**src/rtl/uart_rx_deserializer.sv**
```systemverilog
// UART receive front end: Rx synchronizer, fractional 16x tick generator, framing, parity/stop checks.
// Busy rises 3 clocks after the start edge; Write pulses 1 clock after the last stop sample; no backpressure.
module uart_rx_deserializer (
    input  logic        Clock,
    input  logic        Reset,
    input  logic        Enable,
    input  logic        Rx,
    input  logic [31:0] BaudDivisor,
    input  logic [1:0]  Size,
    input  logic        StopBits2,
    input  logic [1:0]  Parity,
    output logic [8:0]  DataOut,
    output logic        Write,
    output logic        Busy
);

    typedef enum logic [2:0] {IDLE, START, DATA, PARITY, STOP1, STOP2} state_t;

    state_t      state, stateNext;
    logic        rxMeta, rxSync, rxPrev;
    logic [31:0] acc, accNext;
    logic [3:0]  tickCnt, tickCntNext;
    logic [2:0]  bitCnt, bitCntNext;
    logic [7:0]  data, dataNext;
    logic        frameErr, frameErrNext;
    logic        parityErr, parityErrNext;
    logic        feNow;
    logic [8:0]  dataOutNext;
    logic        writeNext;

    logic [31:0] brd;
    logic [32:0] accSum;
    logic        tick, midBit, startEdge, parityEn;
    logic [2:0]  lastBit;

    assign brd       = (BaudDivisor < 32'h100) ? 32'h100 : BaudDivisor;
    assign accSum    = {1'b0, acc} + 33'h100;
    assign tick      = accSum >= {1'b0, brd};
    // Mid-bit is the tick moving the counter from 7 to 8.
    assign midBit    = tick && (tickCnt == 4'd7);
    assign startEdge = rxPrev && !rxSync;
    assign lastBit   = 3'd4 + {1'b0, Size};
    assign parityEn  = (Parity == 2'b01) || (Parity == 2'b10);
    assign Busy      = (state != IDLE);

    always_comb begin
        stateNext     = state;
        accNext       = tick ? (accSum[31:0] - brd) : accSum[31:0];
        tickCntNext   = tick ? (tickCnt + 4'd1) : tickCnt;
        bitCntNext    = bitCnt;
        dataNext      = data;
        frameErrNext  = frameErr;
        parityErrNext = parityErr;
        feNow         = frameErr;
        dataOutNext   = DataOut;
        writeNext     = 1'b0;

        case (state)
            IDLE: begin
                accNext     = 32'd0;
                tickCntNext = 4'd0;
                if (startEdge && Enable) begin
                    stateNext     = START;
                    dataNext      = 8'd0;
                    frameErrNext  = 1'b0;
                    parityErrNext = 1'b0;
                end
            end
            START: begin
                if (midBit) begin
                    if (rxSync) begin
                        stateNext = IDLE;
                    end else begin
                        stateNext  = DATA;
                        bitCntNext = 3'd0;
                    end
                end
            end
            DATA: begin
                if (midBit) begin
                    dataNext[bitCnt] = rxSync;
                    bitCntNext       = bitCnt + 3'd1;
                    if (bitCnt == lastBit) begin
                        stateNext = parityEn ? PARITY : STOP1;
                    end
                end
            end
            PARITY: begin
                if (midBit) begin
                    parityErrNext = ((^data) ^ rxSync) != (Parity == 2'b10);
                    stateNext     = STOP1;
                end
            end
            STOP1: begin
                if (midBit) begin
                    feNow        = !rxSync;
                    frameErrNext = feNow;
                    if (StopBits2) begin
                        stateNext = STOP2;
                    end else begin
                        stateNext   = IDLE;
                        dataOutNext = {feNow | parityErr, data};
                        writeNext   = 1'b1;
                    end
                end
            end
            STOP2: begin
                if (midBit) begin
                    feNow        = frameErr | !rxSync;
                    frameErrNext = feNow;
                    stateNext    = IDLE;
                    dataOutNext  = {feNow | parityErr, data};
                    writeNext    = 1'b1;
                end
            end
            default: stateNext = IDLE;
        endcase

        if (!Enable) begin
            stateNext   = IDLE;
            writeNext   = 1'b0;
            dataOutNext = DataOut;
        end
    end

    always_ff @(posedge Clock) begin
        if (Reset) begin
            state     <= IDLE;
            rxMeta    <= 1'b1;
            rxSync    <= 1'b1;
            rxPrev    <= 1'b1;
            acc       <= 32'd0;
            tickCnt   <= 4'd0;
            bitCnt    <= 3'd0;
            data      <= 8'd0;
            frameErr  <= 1'b0;
            parityErr <= 1'b0;
            DataOut   <= 9'd0;
            Write     <= 1'b0;
        end else begin
            state     <= stateNext;
            rxMeta    <= Rx;
            rxSync    <= rxMeta;
            rxPrev    <= rxSync;
            acc       <= accNext;
            tickCnt   <= tickCntNext;
            bitCnt    <= bitCntNext;
            data      <= dataNext;
            frameErr  <= frameErrNext;
            parityErr <= parityErrNext;
            DataOut   <= dataOutNext;
            Write     <= writeNext;
        end
    end

endmodule

```
**config.mk**
```make
export PLATFORM = sky130hd
export DESIGN_NAME = uart_rx_deserializer
export DESIGN_NICKNAME = d
export VERILOG_FILES = /design/src/rtl/uart_rx_deserializer.sv
export SDC_FILE = /design/constraint.sdc
export NUM_CORES = 1
export LEC_CHECK = 0
export ABC_CLOCK_PERIOD_IN_PS = 11150
export CAP_MARGIN = 20
export CORE_UTILIZATION = 36
export DETAILED_ROUTE_END_ITERATION = 10
export HOLD_SLACK_MARGIN = 0.12
export SYNTH_ARGS = -nofsm -noshare
export SYNTH_HDL_FRONTEND = slang
export SYNTH_SLANG_ARGS = --single-unit
```
**constraint.sdc**
```tcl
create_clock -name Clock -period 11.15 [get_ports Clock]
set_clock_uncertainty 0.2 [all_clocks]
set_input_delay 2.23 -clock Clock [delete_from_list [all_inputs] [get_ports Clock]]
set_output_delay 2.23 -clock Clock [all_outputs]
set_load 0.01 [all_outputs]
```
==> results of run 1 <==
-- cells in the final DEF (no fill, tap or decap), types with 3 or more instances in the layout --
cell type	synthesis	final
xor2_1	18	18
nor3_1	15	15
o31a_1	3	3
or2_2	6	7
and4_1	3	3
buf_4	0	3
nor2_1	34	34
dfxtp_1	65	65
nor4_1	14	14
clkbuf_16	0	9
nand2b_1	12	12
inv_1	39	39
nor4b_2	4	4
or3_1	3	3
nor4_2	4	4
and3_1	12	12
xnor2_1	42	42
ha_1	36	36
o21a_1	8	8
nand3_1	27	27
a21oi_1	66	66
or4_1	4	4
a31oi_1	8	8
nor3b_1	3	3
mux2i_1	12	12
nand2_1	85	85
a221oi_1	3	3
nor2b_1	3	3
a211oi_1	10	10
a21o_1	13	13
nand3b_1	3	3
and2_1	3	3
nand4_1	20	20
o21ai_0	23	23
o31ai_1	11	11
clkdlybuf4s50_1	0	51
-- worst paths after layout --
kind | start | to | depth (start not counted)
setup / recovery | BaudDivisor[30] | frameErr$_SDFFE_PP0P_ | 15
setup reg to reg | acc[10]$_SDFF_PP0_ | frameErr$_SDFFE_PP0P_ | 16
hold reg to reg | rxMeta$_SDFF_PP1_ | rxSync$_SDFF_PP1_ | 1
hold / removal | rxMeta$_SDFF_PP1_ | rxSync$_SDFF_PP1_ | 1
-- logic make-up after synthesis --
family,synth area share
AND/OR/NAND/NOR,0.2716
multiplexers,0.02330
buffers and inverters,0.05243
adder cells (fa/ha/maj),0.09126
flip-flops,0.2524
XOR/XNOR,0.1019
AO/OA/AOI/OAI,0.2070
-- stage by stage --
| stage | setup slack [ns] | hold slack, ns | cell area (um^2) | power [mW] | instances |
|---|---|---|---|---|---|
| floorplan | 5.335 | 0.1895 | 5155 | 0.2758 | 673 |
| global placement | 3.219 | 0.1998 | 5789 | 0.3014 | 879 |
| detailed placement | 3.420 | 0.1985 | 5801 | 0.3021 | 880 |
| CTS | 3.758 | 0.2185 | 6072 | 0.5663 | 896 |
| global route | 3.536 | 0.2266 | 6092 | 0.5829 | 897 |
| finish | 3.731 | 0.2133 | 6092 | 0.5605 | 897 |
-- flip-flops by register name, indices dropped and copies added, names as in the netlist --
name	cells
bitCnt	3
rxMeta	1
state	3
DataOut	9
rxSync	1
Write	1
frameErr	1
parityErr	1
acc	32
rxPrev	1
data	8
tickCnt	4
-- final cells by class --
| type | count | area (um^2) | share of cell area |
|---|---|---|---|
| multi-input combinational | 541 | 3583 | 0.5882 |
| timing repair buffer | 56 | 564.3 | 0.09263 |
| clock buffer | 10 | 229.0 | 0.03758 |
| clock inverter | 6 | 42.54 | 0.006983 |
| sequential | 65 | 1301 | 0.2136 |
| tap | 180 | 225.2 | 0.03697 |
| inverter | 39 | 146.4 | 0.02403 |
-- power by group through the flow --
stage	Sequential [mW]	Clock (mW)	Combinational [mW]
4_1_cts	0.234	0.269	0.0635
3_3_place_gp	0.239	0	0.0625
6_report	0.234	0.263	0.0638
2_1_floorplan	0.238	0	0.0373
5_1_grt	0.234	0.279	0.0697
3_5_place_dp	0.239	0	0.0632
-- critical path: stages --
cell and delay, ns:
clkdlybuf4s50_1 0.42, nor4_1 0.67, nand4_1 0.25, nand3b_1 0.46
nor2b_1 0.26, ha_1 0.35, and4_1 0.26, nand2b_1 0.08
or4_1 0.55, and3_1 0.21, o2111a_1 0.20, nor2_2 0.74
buf_4 0.36, nand4_1 0.12, a32o_1 0.28
-- per-layer routing --
metal  vias up  GRT usage  share of wire
met5         -          0              0
met1      2353     0.2545           0.46
met2       148     0.3303           0.46
met3        22    0.04541          0.053
met4         0    0.06173          0.020
li1       2512          -              -
==> metrics, run 1 <==
IO Port Bufs=51; CTS Buffer Depth=2; final hold vios=0; core area=13930 um^2; share of flip-flops with an asynchronous set or reset=0; insertion delay to the later sink of the worst-skew pair=0.34 ns; CP Launch Type=input port; WP data required=11.19 ns; r2r setup slk=5.78 ns; n_diodes=0; Die W=121.7 um; combinational power share=0.114; die height=121.7 um; register area share after synthesis=0.2524; initial antenna violation count=0; DRC viols=0; peak supply drop=0.07910 mV; cts repair resizes=0; largest net degree at the start of global routing=52; FP Rows=43; crit-path max FO=18; most common cell in the netlist=nand2_1; synthesized area=5155 um^2; area leader, netlist=dfxtp_1; routability-driven placement congestion ratio=0.8647; Relative slew margins=0.3939; top cells by count, synth=nand2_1, a21oi_1, dfxtp_1; die area=14800 um^2; first-iteration detailed-routing DRC count=409; Syn Area/Cell=7.660 um^2; Post-Syn Nets=751; Internal=0.4138 mW; P&R area growth vs syn=18.18%; Synth Instances=673; via density per instance=5.613; sequential fraction of design power=0.417; worst slew pin tran=0.9082 ns; Num CTS Buffers=9; Switch Pwr=0.1468 mW; Initial Util=0.3699; leak pwr=2.294 nW; Arrival @ worst endpoint=7.46 ns; Area contributors post-synth=dfxtp_1, ha_1, xnor2_1, a21oi_1, nand2_1; clk root buf=clkbuf_16; hpwl dp=10.90 mm; setup bufs post-CTS=0; Final Max Slew Viols=0; Syn. warnings=0; fill count=1415; status=finished, final reports clean; number of flops mapped to enable cells by yosys=0; via count=5035; max_cap viols=0; Power Dens Cells=92.01 nW/um^2; clk sink count=65; Post-CTS Hold Fix Bufs=0; grt ovf=0; CTS tree=built; sw frac=0.2618; final setup fails=0; Synth top area share=0.2524; type of the most critical hold path=register to register; RSZ-0062 raised after global routing=no; routed wire length=14.31 mm; period utilization=0.6654; crit path kind=input port to register; Layout Nets=790; gr usage total=0.1990; FMAX=0.1348 GHz; Post-synth top flop=dfxtp_1; utilization after layout=0.4372; TritonRoute pass-1 iters=5; vias in the first global route=4845; share of cells above drive strength 1=0.05718; first-pass GRT wire length=23.20 mm; Yosys reg bits=65; Post-Route Setup TNS=0 ns; post-route antenna net violation count=0; Ports=52; clock share of power=0.469; synth unique cells=64; mean routed wirelength per cell=15.95 um; H-tree levels=3; clock slew at reported path FFs=0.06 ns; crit path capture type=register; Final min period=7.419 ns
Note: power is estimated with default switching activity, not from simulation.
==> inputs of run 2 (changes only) <==
ABC_CLOCK_PERIOD_IN_PS = 7600   (was 11150)
clock period = 7.6 ns   (was 11.15 ns; I/O delays follow)
==> metrics, run 2 (synthesis results as in run 1) <==
fill count=1381 (was 1415); final setup fails=0 (unchanged); cts repair resizes=0 (unchanged); share of cells above drive strength 1=0.05726 (was 0.05718); Reg-to-Reg End=frameErr$_SDFFE_PP0P_ (unchanged); Internal=0.6461 mW (was 0.4138 mW); gr usage total=0.2015 (was 0.1990); Arrival @ worst endpoint=6.44 ns (was 7.46 ns); clk root buf=clkbuf_16 (unchanged); total power=0.8535 mW (was 0.5605 mW); Ports=52 (unchanged); hpwl dp=10.75 mm (was 10.90 mm); crit path capture type=register (unchanged); clock slew at reported path FFs=0.06 ns (about the same); routed wire length=14.08 mm (was 14.31 mm); n_diodes=0 (unchanged); routability-driven placement congestion ratio=0.8865 (was 0.8647); FF-to-FF Start=acc[10]$_SDFF_PP0_ (unchanged); mean routed wirelength per cell=15.71 um (was 15.95 um); via count=4899 (was 5035); clock share of power=0.489 (was 0.469); Initial Util=0.3699 (unchanged); Power Dens Cells=139.6 nW/um^2 (was 92.01 nW/um^2); met2 Use GR=0.3320 (was 0.3303); crit-path max FO=17 (was 18); status=finished, final reports clean (unchanged); DRC viols=0 (unchanged); CTS Buffer Depth=2 (unchanged); largest net degree at the start of global routing=52 (unchanged); CP Launch Type=input port (unchanged); biggest regs=acc: 32 flops, DataOut: 9 flops, data: 8 flops (unchanged); Place WS=0.6223 ns (was 3.420 ns); initial antenna violation count=0 (unchanged); Final Max Slew Viols=0 (unchanged); FMAX=0.1561 GHz; most common cell after layout, fill and taps aside=nand2_1 (unchanged); first-iteration detailed-routing DRC count=364 (was 409); grt ovf=0 (unchanged); via density per instance=5.468 (was 5.613); max_cap viols=0 (unchanged); H-tree levels=3 (unchanged); final worst slack=1.194 ns (was 3.731 ns); Switch Pwr=0.2074 mW (was 0.1468 mW); IO Port Bufs=51 (unchanged); post-route antenna net violation count=0 (unchanged); met3 usage=0.03090 (was 0.04541); r2r setup slk=2.57 ns (was 5.78 ns); RSZ-0062 raised after global routing=no (unchanged); number of flip-flops in the largest register=32 (unchanged); commonest cells after routing, fill and taps aside=nand2_1, a21oi_1, dfxtp_1 (unchanged); GRT busiest layer=met2 (unchanged); Final min period=6.406 ns; Post-CTS Hold Fix Bufs=0 (unchanged); met1 Track Usage GR=0.2647 (was 0.2545); Layout Nets=790 (unchanged); clk sink count=65 (unchanged); peak supply drop=0.1253 mV (was 0.07910 mV); crit path kind=input port to register (unchanged); type of the most critical hold path=register to register (unchanged); FP Rows=43 (unchanged); combinational power share=0.109 (was 0.114); first-pass GRT wire length=23.43 mm (was 23.20 mm); Num CTS Buffers=9 (unchanged); setup bufs post-CTS=0 (unchanged); insertion delay to the later sink of the worst-skew pair=0.34 ns (about the same); Post-Route Setup TNS=0 ns (unchanged); P&R area growth vs syn=18.57% (was 18.18%); leak pwr=2.309 nW (was 2.294 nW); vias in the first global route=4746 (was 4845); worst slew pin tran=0.8111 ns (was 0.9082 ns); period utilization=0.8429; Top reg by flops=acc (unchanged); Reg2Reg Depth=16 (unchanged); die height=121.7 um (unchanged); final hold vios=0 (unchanged); WP data required=7.64 ns (was 11.19 ns); core area=13930 um^2 (unchanged); WHS Path Cells=1 (unchanged); Relative slew margins=0.4576 (was 0.3939); Worst Hold Path EP=rxSync$_SDFF_PP1_ (unchanged); die area=14800 um^2 (unchanged); sw frac=0.2430 (was 0.2618); Worst Setup SP=BaudDivisor[30] (unchanged); hold_sp=rxMeta$_SDFF_PP1_ (unchanged); CTS tree=built (unchanged); TritonRoute pass-1 iters=5 (unchanged); sequential fraction of design power=0.402 (was 0.417); Die W=121.7 um (unchanged)
run 2: cell types whose count changed in the layout (fill, tap and decap cells not counted), sizes merged:
cell	before	now
bufinv	0	1
inv	40	39
clkinvlp	2	1
run 2: final cells by class:
type / instances / area [um^2] / area share
clock buffer: 10 / 239.0 / 0.03910
multi-input combinational: 541 / 3583 / 0.5863
tap: 180 / 225.2 / 0.03685
inverter: 39 / 146.4 / 0.02395
clock inverter: 5 / 56.30 / 0.009212
timing repair buffer: 56 / 560.5 / 0.09171
sequential: 65 / 1301 / 0.2129
run 2: worst max-delay path by stage:
stage,end,slack [ns],cells after the start
6_report,frameErr$_SDFFE_PP0P_,1.19,15
3_5_place_dp,bitCnt[2]$_SDFFE_PP0P_,0.62,14
2_1_floorplan,data[7]$_SDFFE_PP0P_,2.49,16
5_1_grt,DataOut[8]$_SDFFE_PP0P_,0.80,15
3_3_place_gp,bitCnt[2]$_SDFFE_PP0P_,0.75,14
4_1_cts,bitCnt[2]$_SDFFE_PP0P_,0.97,14
run 2: metrics by stage:
stage | area (um^2) | hold slack [ns] | utilization | std cells
2_1_floorplan | 5155 | 0.1895 | - | 673
3_3_place_gp | 5797 | 0.1997 | 0.4160 | 880
3_5_place_dp | 5797 | 0.2052 | 0.4160 | 880
4_1_cts | 6092 | 0.2268 | 0.4372 | 895
5_1_grt | 6112 | 0.2300 | 0.4386 | 896
6_report | 6112 | 0.2224 | 0.4386 | 896
run 2: critical path, cell delays in order:
cell and delay (ns):
clkdlybuf4s50_1 0.42, nor4_1 0.66, nand4_1 0.24, nand3b_1 0.44, nor2b_1 0.27, ha_1 0.36
and4_1 0.26, nand2b_1 0.08, or4_1 0.52, and3_1 0.20, o2111a_1 0.19, nor2_2 0.53
buf_4 0.35, nand4_1 0.12, a32o_1 0.28
run 2: power groups by stage:
stage	logic [mW]	clock network, mW	registers [mW]
after floorplan	0.0548	0	0.350
after detailed placement	0.0923	0	0.350
after CTS	0.0931	0.428	0.343
final	0.0933	0.417	0.343
after global routing	0.102	0.441	0.343
after global placement	0.0917	0	0.350
run 2: metal layers:
metal | vias up | share of wire
met5 | - | 0
met4 | 0 | 0.013
met3 | 13 | 0.046
met2 | 115 | 0.47
met1 | 2255 | 0.47
li1 | 2516 | -
